===== config.mk =====
export PLATFORM = sky130hd
export DESIGN_NAME = div4_seq
export DESIGN_NICKNAME = d
export VERILOG_FILES = /design/src/rtl/div4_seq.sv
export SDC_FILE = /design/constraint.sdc
export NUM_CORES = 1
export LEC_CHECK = 0
export ABC_CLOCK_PERIOD_IN_PS = 4100
export CAP_MARGIN = 20
export CORE_MARGIN = 2
export CORE_UTILIZATION = 25
export DETAILED_ROUTE_END_ITERATION = 8
export HOLD_SLACK_MARGIN = 0.08
export PLACE_DENSITY = 0.41
export SLEW_MARGIN = 20
export SYNTH_ARGS = -nofsm -noshare
export SYNTH_HDL_FRONTEND = slang
export SYNTH_SLANG_ARGS = --single-unit

===== constraint.sdc =====
create_clock -name clk -period 4.1 [get_ports clk]
set_clock_uncertainty 0.1 [all_clocks]
set_input_delay 0.82 -clock clk [delete_from_list [all_inputs] [get_ports clk]]
set_output_delay 0.82 -clock clk [all_outputs]
set_load 0.01 [all_outputs]

===== src/rtl/div4_seq.sv =====
// Sequential restoring divider, one quotient bit per clock, start/done handshake.
// Define DIV4_SEQ_ZERO_EARLY_EN to finish zero-divisor requests in one cycle.
module div4_seq #(
   parameter int WIDTH = 4
) (
   input  logic             clk,
   input  logic             reset,
   input  logic             start,
   input  logic [WIDTH-1:0] dividend,
   input  logic [WIDTH-1:0] divisor,
   output logic             busy,
   output logic             done,
   output logic [WIDTH-1:0] quotient,
   output logic [WIDTH-1:0] remainder,
   output logic             div_by_zero
);

   localparam int CW = $clog2(WIDTH + 1);

   typedef enum logic [1:0] {
      IDLE,
      RUN,
      DONE
   } state_t;

   state_t           state_q, state_d;
   logic [WIDTH-1:0] q_q, q_d;
   logic [WIDTH-1:0] d_q, d_d;
   logic [WIDTH:0]   r_q, r_d;
   logic [CW-1:0]    cnt_q, cnt_d;
   logic [WIDTH-1:0] quo_q, quo_d;
   logic [WIDTH-1:0] rem_q, rem_d;
   logic             dbz_q, dbz_d;

   logic [WIDTH:0]   shifted;
   logic [WIDTH+1:0] diff;
   logic             no_borrow;
   logic [WIDTH-1:0] q_next;

   // Trial subtract as add of inverted divisor with carry-in; carry-out = no borrow.
   always_comb begin
      shifted   = {r_q[WIDTH-1:0], q_q[WIDTH-1]};
      diff      = {1'b0, shifted}
                + {1'b0, ~{1'b0, d_q}}
                + {{(WIDTH+1){1'b0}}, 1'b1};
      no_borrow = diff[WIDTH+1];
      q_next    = {q_q[WIDTH-2:0], no_borrow};
   end

   always_comb begin
      state_d = state_q;
      q_d     = q_q;
      d_d     = d_q;
      r_d     = r_q;
      cnt_d   = cnt_q;
      quo_d   = quo_q;
      rem_d   = rem_q;
      dbz_d   = dbz_q;
      case (state_q)
         IDLE, DONE: begin
            if (start) begin
               q_d     = dividend;
               d_d     = divisor;
               r_d     = '0;
               cnt_d   = CW'(WIDTH);
               state_d = RUN;
`ifdef DIV4_SEQ_ZERO_EARLY_EN
               if (divisor == '0) begin
                  state_d = DONE;
                  quo_d   = '1;
                  rem_d   = dividend;
                  dbz_d   = 1'b1;
               end
`endif
            end else if (state_q == DONE) begin
               state_d = IDLE;
            end
         end
         RUN: begin
            r_d   = no_borrow ? diff[WIDTH:0] : shifted;
            q_d   = q_next;
            cnt_d = cnt_q - CW'(1);
            if (cnt_q == CW'(1)) begin
               state_d = DONE;
               quo_d   = q_next;
               rem_d   = r_d[WIDTH-1:0];
               dbz_d   = (d_q == '0);
            end
         end
         default: state_d = IDLE;
      endcase
   end

   always_ff @(posedge clk) begin
      if (reset) begin
         state_q <= IDLE;
         q_q     <= '0;
         d_q     <= '0;
         r_q     <= '0;
         cnt_q   <= '0;
         quo_q   <= '0;
         rem_q   <= '0;
         dbz_q   <= 1'b0;
      end else begin
         state_q <= state_d;
         q_q     <= q_d;
         d_q     <= d_d;
         r_q     <= r_d;
         cnt_q   <= cnt_d;
         quo_q   <= quo_d;
         rem_q   <= rem_d;
         dbz_q   <= dbz_d;
      end
   end

   assign busy        = (state_q == RUN);
   assign done        = (state_q == DONE);
   assign quotient    = quo_q;
   assign remainder   = rem_q;
   assign div_by_zero = dbz_q;

endmodule

Word-level counts from Yosys, hierarchy flattened
Cells that the tools add are included.
{"block": "totals", "reg_bits": 26, "latchBits": 0, "ramBits": 0, "romBits": 0, "input_bits": 11, "mem_count": 0}
{"block": "op_classes", "addsub": 3, "multipliers": 0, "n_div": 0, "order_cmp": 0, "eq_ne": 6, "shift": 0, "mux": 11, "n_bitwise": 1, "n_reduce_logical": 8}
{"op": "4-bit case mux with 2 select lines", "n": 2}
{"op": "4-bit 2-to-1 mux", "n": 3}
{"op": "2-bit AND reduction", "n": 4}
{"op": "5-bit by 5-bit adder with 6-bit output", "n": 1}
{"op": "6-bit by 1-bit adder with 6-bit output (second input constant)", "n": 1}
{"op": "2-bit 2-to-1 mux", "n": 3}
{"op": "3-bit case mux with 2 select lines", "n": 1}
{"op": "4-bit NOT with 5-bit output", "n": 1}
{"op": "4-bit zero test", "n": 1}
{"op": "2-bit case mux with 2 select lines", "n": 1}
{"op": "3-bit by 1-bit == test with 1-bit output (second input constant)", "n": 1}
{"op": "3-bit 2-to-1 mux", "n": 1}
{"op": "3-bit != test (second input constant)", "n": 1}
{"op": "3-bit by 1-bit subtractor with 3-bit output (second input constant)", "n": 1}
{"op": "2-bit by 1-bit == test with 1-bit output (second input constant)", "n": 1}
{"op": "2-bit == test (second input constant)", "n": 1}
{"op": "2-bit zero test", "n": 1}
{"op": "2-bit by 1-bit != test with 1-bit output (second input constant)", "n": 1}
{"op": "2-bit != test (second input constant)", "n": 1}
{"op": "2-bit nonzero test", "n": 1}
{"op": "2-bit OR reduction", "n": 1}

Depth between registers and ports, before layout
{"block": "logic_depth", "ltp_word": 5, "depth_mapped": 7}

Worst setup path before layout
No wires, ideal clock.
{"block": "synth_timing", "path_kind": "register -> register", "from": "reg d_q[2]", "to": "reg r_q[0]", "setup_time_ps": 117, "t_arrival_ps": 1427, "required_time_ps": 3883, "path_slack_ps": 2456, "path_stages_with_launch": 7, "path_buffers": 0, "period_less_slack_ps": 1644, "path_cell_list": "dfxtp_1 inv_1 ha_1 a21oi_2 o221ai_4 mux2i_1 a22o_1"}
{"block": "synth_between", "elab_chain_len": 5}
{"item": "start, declared", "line": "28", "source": "logic [WIDTH-1:0] d_q, d_d;"}
{"item": "start signal, assigned", "line": "98", "source": "d_q <= '0;"}
{"item": "start signal, assigned", "line": "107", "source": "d_q <= d_d;"}
{"item": "4-bit NOT with 5-bit output", "line": "44", "source": "+ {1'b0, ~{1'b0, d_q}}"}
{"item": "5-bit by 5-bit adder with 6-bit output", "line": "44"}
{"item": "6-bit by 1-bit adder with 6-bit output", "line": "45", "source": "+ {{(WIDTH+1){1'b0}}, 1'b1};"}
{"item": "4-bit 2-to-1 mux", "line": "80", "source": "r_d = no_borrow ? diff[WIDTH:0] : shifted;"}
{"item": "4-bit case mux with 2 select lines", "line": "59", "source": "case (state_q)"}
{"item": "end signal, assigned", "line": "108", "source": "r_q <= r_d;"}
{"item": "end, declared", "line": "29", "source": "logic [WIDTH:0] r_q, r_d;"}
Every way passes these cells.
A chain may end at the register's enable or synchronous reset.

Final worst setup path
{"block": "layout_timing", "from": "reg state_q[1]", "to": "out busy"}
{"block": "layout_between", "elab_chain_len": 1}
{"item": "start, declared", "line": "26", "source": "state_t state_q, state_d;"}
{"item": "start signal, assigned", "line": "105", "source": "state_q <= state_d;"}
{"item": "2-bit by 1-bit == test with 1-bit output", "line": "116", "source": "assign busy = (state_q == RUN);"}
{"item": "end, declared", "line": "11", "source": "output logic busy,"}
Every way passes these cells.

==> results.rst <==
.. list-table::
   :header-rows: 1

   * - Metric
     - Value
   * - Average routed wire per standard cell
     - 12.11 um
   * - Total iterations of the first detailed-routing run
     - 2
   * - Post-Syn Nets
     - 154
   * - Share of the synthesized area in compound gates (AO/OA/AOI/OAI)
     - 16.02%
   * - Slowest CP cell
     - sky130_fd_sc_hd__clkdlybuf4s50_1
   * - Largest stage delay, worst path
     - approximately 0.59 ns
   * - Normalized max-slew margin
     - 42.38%
   * - Largest net degree at the start of global routing
     - 24
   * - Avg Synthesized Cell Area
     - between 8 and 9 um2
   * - Area of combinational cells with multiple inputs
     - 643.1 um2
   * - TritonCTS buffer count
     - 3
   * - Portion of netlist area occupied by mux cells
     - between 6 and 7%
   * - Hold-fix buffers at CTS
     - 0
   * - TritonCTS Sinks
     - 26
   * - Overall routed net length
     - 2689 um
   * - Maxcap violations
     - 0
   * - Critical path data required time
     - ~3.2 ns
   * - XOR/XNOR share of the synthesized area
     - between 1 and 1.5%
   * - Highest achievable clock rate
     - 364.2 MHz
   * - Area used by sequential logic in the layout
     - approximately 520 um2
   * - # DRC
     - 0
   * - Cell with the most instances after synthesis
     - sky130_fd_sc_hd__dfxtp_1
   * - Count of routing violations after the opening detailed-route iteration
     - 23
   * - Number of nets still failing antenna checks after routing
     - 0
   * - Die area
     - 5449 um2
   * - Setup TNS
     - 0 ns
   * - Clock period minus worst slack
     - 2.746 ns
   * - Number of gates resized after cts
     - 0
   * - Total number of nets in the final design
     - 175
   * - Root Buffer Master
     - sky130_fd_sc_hd__clkbuf_8
   * - Unique cell type count in the Yosys netlist
     - 28
   * - Boundary Pins
     - 22
   * - Max IR drop VDD
     - 0.1033 mV
   * - Post-synthesis register bit count
     - 26
   * - Main synth FF type
     - sky130_fd_sc_hd__dfxtp_1
   * - Final-layout fill cell count
     - 514
   * - Number of global-route vias before repair
     - ~1000
   * - Most frequent cells after synthesis
     - sky130_fd_sc_hd__dfxtp_1 (26), sky130_fd_sc_hd__nor2_1 (22), sky130_fd_sc_hd__nand2_1 (18), sky130_fd_sc_hd__a21oi_1 (10), sky130_fd_sc_hd__inv_1 (9)
   * - Final setup violation count
     - 0
   * - Clk pin slew, worst setup/hold paths
     - 0.08 ns
   * - Number of diodes
     - 0
   * - Ratio of cells with drive above 1 in the final layout
     - ~7.1%
   * - Number of flops mapped to enable cells by yosys
     - 0
   * - Number of core rows
     - 25
   * - Run status
     - finished, final reports clean
   * - Crit Path Class
     - flop to primary output
   * - Die X
     - 73.82 um
   * - Leakage power total
     - approximately 0.57 nW
   * - Routability congestion estimate
     - 0.7728
   * - Yosys warns
     - 0
   * - WP data arrival
     - 1.83 ns
   * - Hold Fails Final Rpt
     - 0
   * - Endpoint class of the critical path
     - primary output
   * - Largest buffer count on any clock path
     - 2
   * - Post-CTS setup repair buffer count
     - 0
   * - Transition time of the tightest slew-check pin
     - 0.8616 ns
   * - CTS tree
     - yes
   * - Adder and majority cell fraction of the synthesized area
     - under 10%
   * - Clock latency reported for the late side of the worst-skew pair
     - 0.26 ns
   * - Global route total overflow
     - 0
   * - Critical path startpoint category
     - flop
   * - Power density relative to cell area
     - 350.9 nW/um2
   * - Total via count after detailed routing
     - 969
   * - Antenna violations before repair
     - 0
   * - Mean number of vias per cell
     - 4.365
   * - Total half-perimeter wirelength after legalization and detailed placement
     - 2016 um
   * - Largest family of logic cells by synthesized area
     - simple AND/OR/NAND/NOR gates
   * - Simple-gate portion of the synthesized area
     - between 20% and 30%
   * - Max H-tree Level
     - 1
   * - Largest area contributor in the netlist
     - sky130_fd_sc_hd__dfxtp_1
   * - Tightest Hold Check Type
     - flop to flop
   * - Critical path's top delay family
     - buffers and inverters
   * - Number of cells produced by synthesis
     - 136
   * - Initial cell density of the core
     - 25.80%
   * - Wire length of the first global-routing pass
     - 4623 um
   * - Critical path buffer and inverter count
     - 2
   * - Overall global routing resource usage
     - 11.04%
   * - Netlist area before placement
     - 1219 um2
   * - Portion of synthesized cell area occupied by the leading cell type
     - a little over two fifths
   * - Highest fanout seen on the critical path
     - 12
   * - Area growth from synthesis to layout
     - 25.77%
   * - Placed Instance Area
     - between 1000 and 1500 um2
   * - Vert. Die Dim
     - around 74 um
   * - Share of the yosys chip area belonging to registers
     - 42.71%
   * - Core area
     - 4723 um2
   * - Top cells by area in the synthesized netlist
     - sky130_fd_sc_hd__dfxtp_1 (43%), sky130_fd_sc_hd__nor2_1 (6.8%), sky130_fd_sc_hd__mux2i_1 (6.6%), sky130_fd_sc_hd__ha_1 (6.2%), sky130_fd_sc_hd__nand2_1 (5.5%)
   * - Post-synthesis async set-or-reset flop share
     - 0%
   * - Number of buffers added on ports
     - 21
   * - Internal reg-to-reg setup slack
     - ~2.2 ns
   * - Final Instance Area
     - 1533 um2
   * - Fin. max-slew vios
     - 0
   * - Critical path, cell by cell
     - nand2b_1 -> inv_1 -> clkdlybuf4s50_1
   * - RSZ-0062 raised after global routing
     - false
   * - Share of the clock period used by the worst path after layout
     - 66.97%
## power by group
part | total [mW] | switching, mW | leakage [nW] | internal (mW)
Combinational | 0.120 | 0.0657 | 0.339 | 0.0546
Sequential | 0.277 | 0.0107 | 0.212 | 0.267
Clock | 0.140 | 0.0744 | 0.0216 | 0.0657
## flip-flops by register name, indices dropped and copies added, names as in the netlist
register / cells
cnt_q: 3
d_q: 4
div_by_zero: 1
q_q: 4
quotient: 4
r_q: 4
remainder: 4
state_q: 2
## worst paths after layout
kind                        startpoint                         to  depth (start not counted)
min          remainder[3]$_SDFFE_PP0P_  remainder[3]$_SDFFE_PP0P_                          1
min reg2reg  remainder[3]$_SDFFE_PP0P_  remainder[3]$_SDFFE_PP0P_                          1
max reg2reg        d_q[2]$_SDFFE_PP0P_  remainder[1]$_SDFFE_PP0P_                          6
max            state_q[1]$_SDFFE_PP0P_                       busy                          3
## cell families (layout without fill, tap and decap cells)
kind of cell	after synthesis	count (layout)
adder cells (fa/ha/maj)	7	7
multiplexers	8	8
AND/OR/NAND/NOR	55	55
XOR/XNOR	2	2
buffers and inverters	14	33
flip-flops	26	26
AO/OA/AOI/OAI	24	24
## cell usage in the layout (no fill, tap or decap), drive strengths merged
cell type | Yosys | final
or3 | 1 | 1
o32ai | 1 | 1
nor3 | 3 | 3
o221ai | 1 | 1
nor2b | 2 | 2
dfxtp | 26 | 26
nand2 | 19 | 19
a21oi | 11 | 11
clkbuf | 3 | 3
a211oi | 1 | 1
inv | 9 | 9
mux2i | 8 | 8
o21ai | 2 | 2
nor2 | 23 | 23
a311oi | 3 | 3
xor2 | 2 | 2
ha | 6 | 6
a22o | 2 | 2
nand2b | 6 | 6
fa | 1 | 1
a22oi | 1 | 1
clkdlybuf4s50 | 0 | 21
nor4 | 1 | 1
a32o | 2 | 2
## final cells by class
class,instances,area share (%)
inverters,9,2.204
flip-flops and latches,26,33.96
repair buffers,21,13.71
multi-input cells,96,41.96
well taps,67,5.469
clock buffers,3,2.694
## routing by layer
layer / vias to the layer above / global-route usage [%] / routed length [um]
met5: - / 0 / 0
met4: 0 / 4.646 / 25
met3: 2 / 2.195 / 71
met2: 11 / 17.86 / 1297
met1: 457 / 14.24 / 1295
li1: 499 / - / -
## stage by stage
step	worst slack [ns]	power (mW)	util (%)	hold WS, ns	std cells
floorplan	2.456	0.3695	-	0.3447	136
global placement	1.435	0.4056	31.58	0.3671	219
detailed placement	1.396	0.4061	31.58	0.3586	219
CTS	1.324	0.5505	32.45	0.3801	222
global route	1.191	0.5775	32.45	0.4118	222
finish	1.354	0.5379	32.45	0.3704	222
No activity file was read; power rests on OpenSTA's default activity.
